[src/rtl/tdm_pkg.sv]
// Shared types and sizing helpers for the TDM demultiplexer.
// Holds the framing state enum and lane-counter width function.
package tdm_pkg;

    typedef enum logic {
        HUNT   = 1'b0,
        LOCKED = 1'b1
    } state_t;

    localparam int DEF_LANES = 4;
    localparam int DEF_WIDTH = 1;

    // Lane counter must also reach LANES (parity slot).
    function automatic int lane_w(input int n);
        return $clog2(n + 1);
    endfunction

endpackage

[src/rtl/tdm_demux_1_4_low_demux.sv]
// 1:2 enable steering cell; one node of the shadow write tree.
// Routes data and enable to the output picked by sel.
module low_demux
#(
    parameter int WIDTH = 1
) (
    input  logic [WIDTH-1:0] d,
    input  logic             sel,
    input  logic             en,
    output logic [WIDTH-1:0] y0,
    output logic [WIDTH-1:0] y1,
    output logic             e0,
    output logic             e1
);

    assign e0 = en & ~sel;
    assign e1 = en & sel;
    assign y0 = e0 ? d : '0;
    assign y1 = e1 ? d : '0;

endmodule

[src/rtl/tdm_demux_1_4.sv]
// Frame-aligned 1:LANES TDM demultiplexer with atomic frame commit.
// Define TDM_DEMUX_PARITY_EN to add an even-parity slot per frame.
module tdm_demux_1_4
    import tdm_pkg::*;
#(
    parameter int WIDTH = DEF_WIDTH,
    parameter int LANES = DEF_LANES
) (
    input  logic                     CLOCK_50,
    input  logic                     RST,
    input  logic [WIDTH-1:0]         din,
    input  logic                     din_valid,
    input  logic                     sync,
    output logic [LANES*WIDTH-1:0]   dout,
    output logic                     dout_valid,
    output logic [lane_w(LANES)-1:0] lane,
    output logic                     locked,
    output logic                     err
);

    localparam int LW = lane_w(LANES);
    localparam int D  = $clog2(LANES);
    localparam int N  = 1 << D;
    localparam logic [LW-1:0] LAST = LW'(LANES - 1);

    state_t state, state_nxt;

    logic             wr_en;
    logic             commit;
    logic             fault;
    logic [LW-1:0]    lane_nxt;
    logic [D-1:0]     widx;
    logic [WIDTH-1:0] shadow [LANES];

    logic [LANES*WIDTH-1:0] shadow_flat;
    logic [LANES*WIDTH-1:0] commit_data;

    logic             t_en [2*N-1];
    logic [WIDTH-1:0] t_d  [2*N-1];

    always_ff @(posedge CLOCK_50) begin
        if (RST) state <= HUNT;
        else     state <= state_nxt;
    end

    always_comb begin
        state_nxt = state;
        unique case (state)
            HUNT:
                if (din_valid && sync)
                    state_nxt = LOCKED;
            LOCKED:
                if (din_valid && !sync && lane == '0)
                    state_nxt = HUNT;
        endcase
    end

    always_comb begin
        locked   = (state == LOCKED);
        wr_en    = 1'b0;
        commit   = 1'b0;
        fault    = 1'b0;
        lane_nxt = lane;
        if (din_valid) begin
            if (sync) begin
                wr_en    = 1'b1;
                lane_nxt = LW'(1);
                fault    = locked && (lane != '0);
            end else if (locked) begin
                if (lane == '0) begin
                    fault = 1'b1;
`ifdef TDM_DEMUX_PARITY_EN
                end else if (lane == LW'(LANES)) begin
                    lane_nxt = '0;
                    if ((^shadow_flat) == din[0])
                        commit = 1'b1;
                    else
                        fault = 1'b1;
                end else if (lane == LAST) begin
                    wr_en    = 1'b1;
                    lane_nxt = LW'(LANES);
`else
                end else if (lane == LAST) begin
                    wr_en    = 1'b1;
                    commit   = 1'b1;
                    lane_nxt = '0;
`endif
                end else begin
                    wr_en    = 1'b1;
                    lane_nxt = lane + 1'b1;
                end
            end
        end
    end

    // A sync beat always lands in slot 0, whatever lane says.
    assign widx    = sync ? '0 : lane[D-1:0];
    assign t_en[0] = wr_en;
    assign t_d[0]  = din;

    for (genvar l = 0; l < D; l++) begin : g_lvl
        for (genvar j = 0; j < (1 << l); j++) begin : g_node
            localparam int NI = (1 << l) - 1 + j;
            low_demux #(.WIDTH(WIDTH)) u_node (
                .d   (t_d[NI]),
                .sel (widx[D-1-l]),
                .en  (t_en[NI]),
                .y0  (t_d[2*NI+1]),
                .y1  (t_d[2*NI+2]),
                .e0  (t_en[2*NI+1]),
                .e1  (t_en[2*NI+2])
            );
        end
    end

    for (genvar k = 0; k < LANES; k++) begin : g_frame
        assign shadow_flat[k*WIDTH +: WIDTH] = shadow[k];
`ifndef TDM_DEMUX_PARITY_EN
        assign commit_data[k*WIDTH +: WIDTH] =
            t_en[N-1+k] ? t_d[N-1+k] : shadow[k];
`endif
    end

`ifdef TDM_DEMUX_PARITY_EN
    assign commit_data = shadow_flat;
`endif

    always_ff @(posedge CLOCK_50) begin
        if (RST) begin
            lane       <= '0;
            dout       <= '0;
            dout_valid <= 1'b0;
            err        <= 1'b0;
            for (int k = 0; k < LANES; k++)
                shadow[k] <= '0;
        end else begin
            lane       <= lane_nxt;
            dout_valid <= commit;
            err        <= fault;
            if (commit)
                dout <= commit_data;
            for (int k = 0; k < LANES; k++)
                if (t_en[N-1+k])
                    shadow[k] <= t_d[N-1+k];
        end
    end

endmodule
[config.mk]
export PLATFORM = sky130hd
export DESIGN_NAME = tdm_demux_1_4
export DESIGN_NICKNAME = d
export VERILOG_FILES = /design/src/rtl/tdm_pkg.sv /design/src/rtl/tdm_demux_1_4_low_demux.sv /design/src/rtl/tdm_demux_1_4.sv
export SDC_FILE = /design/constraint.sdc
export NUM_CORES = 1
export LEC_CHECK = 0
export BUFFER_PORTS_ARGS = -buffer_cell sky130_fd_sc_hd__buf_2
export CELL_PAD_IN_SITES_DETAIL_PLACEMENT = 1
export CELL_PAD_IN_SITES_GLOBAL_PLACEMENT = 1
export CORE_MARGIN = 2
export CORE_UTILIZATION = 35
export DETAILED_ROUTE_END_ITERATION = 16
export PLACE_DENSITY = 0.67
export SYNTH_ARGS = -nofsm -noshare
export SYNTH_HDL_FRONTEND = slang
export SYNTH_SLANG_ARGS = --single-unit
[constraint.sdc]
create_clock -name CLOCK_50 -period 4.6 [get_ports CLOCK_50]
set_input_delay 0 -clock CLOCK_50 [delete_from_list [all_inputs] [get_ports CLOCK_50]]
set_output_delay 0 -clock CLOCK_50 [all_outputs]
set_load 0.01 [all_outputs]
After elaboration in Yosys (flattened, before gate mapping)
Memory sizes are Yosys's and may differ from the RTL's. A register that Yosys moved wholly into a read port is not among the register bits.
Index checks and enable logic that the tools add are counted.
{ "totals": {"word_cells": 76, "ramBits": 4, "out_inout_bits": 10, "rom_bits": 0, "n_memories": 1, "regBits": 6, "latchBits": 0} }
{ "op_classes": {"reduce_logical": 10, "n_addsub": 1, "n_div": 0, "n_bitwise": 14, "eq_ne": 2, "magnitude_cmp": 0, "mux": 44, "mul": 0, "n_shift": 0} }
{ "mem_list": {"columns": ["name", "depth", "word_bits", "read_ports", "rd_ports_with_merged_regs", "write_ports", "line_no", "source"], "rows": [
  ["shadow", 4, 1, 4, 4, 4, "tdm_demux_1_4.sv:33", "logic [WIDTH-1:0] shadow [LANES];"]
]} }
{ "op_table": {"columns": ["operator", "n"], "rows": [
  ["$mux 1", 38],
  ["$mux 3", 4],
  ["$and 1x1->1", 6],
  ["$logic_and 1x1->1", 4],
  ["$not 1->1", 4],
  ["$or 1x1->1", 4],
  ["$add 3x1->3 const B", 1],
  ["$eq 3x2->1 const B", 1],
  ["$logic_not 3->1", 1],
  ["$reduce_and 3->1", 1],
  ["$reduce_bool 3->1", 1],
  ["$mux 2", 1],
  ["$ne 2x2->1 const B", 1],
  ["$pmux 1 s2", 1],
  ["$reduce_bool 2->1", 1],
  ["$reduce_or 2->1", 1],
  ["$logic_not 1->1", 1]
]} }

Longest topological paths before layout
{ "depth": {"word_depth": 11, "depth_mapped": 7, "ltp_nobuf": 6} }

By module
Synthesis repeated with hierarchy kept, for this count alone.
{ "unflattened": {"cells_unflattened": 79, "area_unflattened_um2": 749.5} }
{ "modules_own_cells": {"columns": ["mod", "area_each_um2", "seq_area_each_um2", "cells_each", "instances"], "rows": [
  ["tdm_demux_1_4", 648.1, 310.3, 67, 1],
  ["low_demux", 33.8, 0.0, 4, 3]
]} }

Least setup slack after synthesis
No wires, ideal clock.
{ "synth_path": {"path_kind": "reg2reg", "startpoint": "register lane[0]", "endpoint": "memory shadow[2], data pin", "arrival_ns": 1.553, "setup_ns": 0.176, "setup_slack_ns": 2.871, "path_stages_with_launch": 8, "cell_sequence": "dfxtp_1 -> inv_1 -> ha_1 -> nor2b_1 -> clkbuf_1 -> o21bai_1 -> nand2_1 -> nor4_1"} }
{ "synth_lines": {"columns": ["item", "line_no", "source"], "rows": [
  ["start: declaration", "tdm_demux_1_4.sv:16", "output logic [lane_w(LANES)-1:0] lane,"],
  ["start signal: assignment", "tdm_demux_1_4.sv:137", "lane <= lane_nxt;"],
  ["end: declaration", "tdm_demux_1_4.sv:33", null]
]} }

==> impl_metrics.json <==
{
  "cts.clk_slew.worst_paths_ns": 0.09,
  "synth_largest_area_cell": "dfxtp_1",
  "numCtsBuffers": 3,
  "required_ns": 4.71,
  "cts.htree.levels": 1,
  "syn-num-nets": 74,
  "die_h_um": 47.5,
  "ys_ff_latch": 14,
  "pwr_density_cell_mw_per_mm2": 309,
  "rsz0062_at_grt": "no",
  "post_cts_resized": 0,
  "die_w_um": 47.5,
  "port_buffers": 14,
  "leakagePower_nw": 0.377,
  "end_kind": "flop",
  "fmax_mhz": 555,
  "post-route-period-util": 0.391,
  "synth_commonest_cells": "dfxtp_1, nor2_1, nand2_1, inv_1, mux2i_1",
  "nets": 91,
  "hold_viol_final": 0,
  "drive_gt1_frac": 0.265,
  "core_area_mm2": 0.00175,
  "root_buffer": "clkbuf_4",
  "crit_family": "simple AND/OR/NAND/NOR gates",
  "cp-start-kind": "flop",
  "fin_skew_ns": 0.00761,
  "grt_pass1_vias": 522,
  "routed_wirelength_um": 1350,
  "ios": 15,
  "synth_area_um2": 663,
  "grt_start_max_net_pins": 12,
  "syn_avg_cell_area_um2": 9.90,
  "ys_warn_count": 0,
  "tightest_slew_ns": 0.454,
  "cts.path.max_buffers": 2,
  "drtAntennaViolNets": 0,
  "fin_setup_tns_ns": 0,
  "grt_use_total": 0.146,
  "path_class": "flop to flop",
  "setup_viol": 0,
  "crit_buf_inv": 1,
  "n_antenna_cell": 0,
  "drc": 0,
  "vdd_drop_max_uv": 158,
  "whs_ns": 0.0131,
  "outcome": "completed",
  "wire_per_inst_um": 12.5,
  "ys_types": 25,
  "worstHoldPathType": "primary input to flop",
  "maxCapViolations": 0,
  "fill_cells": 215,
  "fin_crit_ns": 1.80,
  "overflow": 0,
  "synth_top_area_share": 0.332,
  "grt_pass1_wl_um": 2210,
  "crit_path_top_delay_cell": "dfxtp_1",
  "slew_headroom": 0.696,
  "slew_viol_final": 0,
  "num_rows": 15,
  "area_growth_pct": 19.4,
  "synth_seq_area_share": 0.468,
  "cpPeakStageDelay_ns": 0.42,
  "initial_core_util": 0.380,
  "drt_iter0_drc": 8,
  "antenna_found_initial": 0,
  "tritoncts": "done",
  "via_per_inst": 4.90,
  "place_hpwl_um": 1020,
  "cts.sinks": 14,
  "cp_cell_sequence": "inv_1 > ha_1 > nor2b_1 > o21bai_1 > nand2_1 > nor4_1",
  "synthCells": 67,
  "worstPathMaxFanout": 7,
  "clk-insertion-delay-late_ns": 0.29,
  "synthArstFlopShare": 0,
  "ys.flop_type": "dfxtp_1",
  "dr.pass1.iters": 4,
  "synth_edf_count": 3,
  "fp.dieArea_mm2": 0.00226,
  "critPathArrivalTime_ns": 1.91,
  "synth_area_leaders": "dfxtp_1, edfxtp_1, mux2i_1",
  "place_congestion": 0.811,
  "via_count": 529
}
## layout make-up
cell class / count / area (um2) / area share
multi-input combinational: 45 / 315 / 0.398
clock buffer: 4 / 36.3 / 0.0458
inverter: 5 / 18.8 / 0.0237
sequential: 14 / 310 / 0.392
timing repair buffer: 15 / 80.1 / 0.101
tap: 25 / 31.3 / 0.0395
## path summary, 6_finish.rpt
check | startpoint | endpoint | slack [ns] | depth (start not counted)
worst max register to register | lane[0] | shadow[1] | 2.80 | 6
worst min register to register | shadow[0] | dout[0] | 0.49 | 2
worst min-delay path | din_valid | err | 0.01 | 3
worst max-delay path | lane[0] | shadow[1] | 2.80 | 6
## routing by layer
layer / track usage / vias to the layer above / routed length, um
met1: 0.174 / 253 / 622
met4: 0.0833 / 0 / 19
met2: 0.241 / 11 / 645
met3: 0.0340 / 2 / 59
li1: - / 263 / -
met5: 0 / - / 0
## state kept, by name (all words and copies together), names as in the netlist
register,cells
err,1
shadow,4
lane,3
locked,1
dout_valid,1
dout,4
## logic make-up (layout without fill, tap and decap cells)
family                   count (synthesis)  in the layout  synth area share
flip-flops                              14             14             0.468
AO/OA/AOI/OAI                            9              9             0.113
multiplexers                             5              5            0.0755
buffers and inverters                    8             24            0.0566
adder cells (fa/ha/maj)                  2              2            0.0377
AND/OR/NAND/NOR                         28             28             0.236
XOR/XNOR                                 1              1            0.0132
## metrics by stage
step / power, mW / setup slack, ns / util / cell area (um2) / std cells
3_3_place_gp: 0.155 / 2.92 / 0.427 / 746 / 103
5_1_grt: 0.253 / 2.61 / 0.454 / 792 / 108
6_report: 0.244 / 2.80 / 0.454 / 792 / 108
3_5_place_dp: 0.155 / 2.84 / 0.427 / 746 / 103
2_1_floorplan: 0.147 / 2.87 / - / 663 / 67
4_1_cts: 0.246 / 2.80 / 0.454 / 792 / 108
## placed cells by master, fill, tap and decap left out, drive strengths merged, types with 2 or more instances in the layout
master	netlist	layout
inv	5	5
nor3	2	2
dfxtp	11	11
edfxtp	3	3
clkbuf	2	4
ha	2	2
nor2	11	11
nor4	2	2
nor2b	2	2
nand2	7	7
mux2i	5	5
o31ai	3	3
buf	1	14
## power by group
part           switching, mW  total [mW]  internal, mW  leakage, nW
Combinational         0.0141      0.0222       0.00817        0.236
Sequential           0.00233       0.130         0.128        0.120
Clock                 0.0435      0.0918        0.0482       0.0210
## worst reg2reg max path, stage by stage (launching register included)
cell and delay [ns]:
dfxtp_1 0.42, inv_1 0.12, ha_1 0.22, nor2b_1 0.20, o21bai_1 0.24, nand2_1 0.17
nor4_1 0.25
## what timing repair did
action | in CTS | in global routing
setup endpoints to repair | 0 | 0
endpoints found under the hold margin | 1 | 0
setup buffers | 0 | 0
hold buffers | 1 | 0
Power figures use the tool's default switching activity.
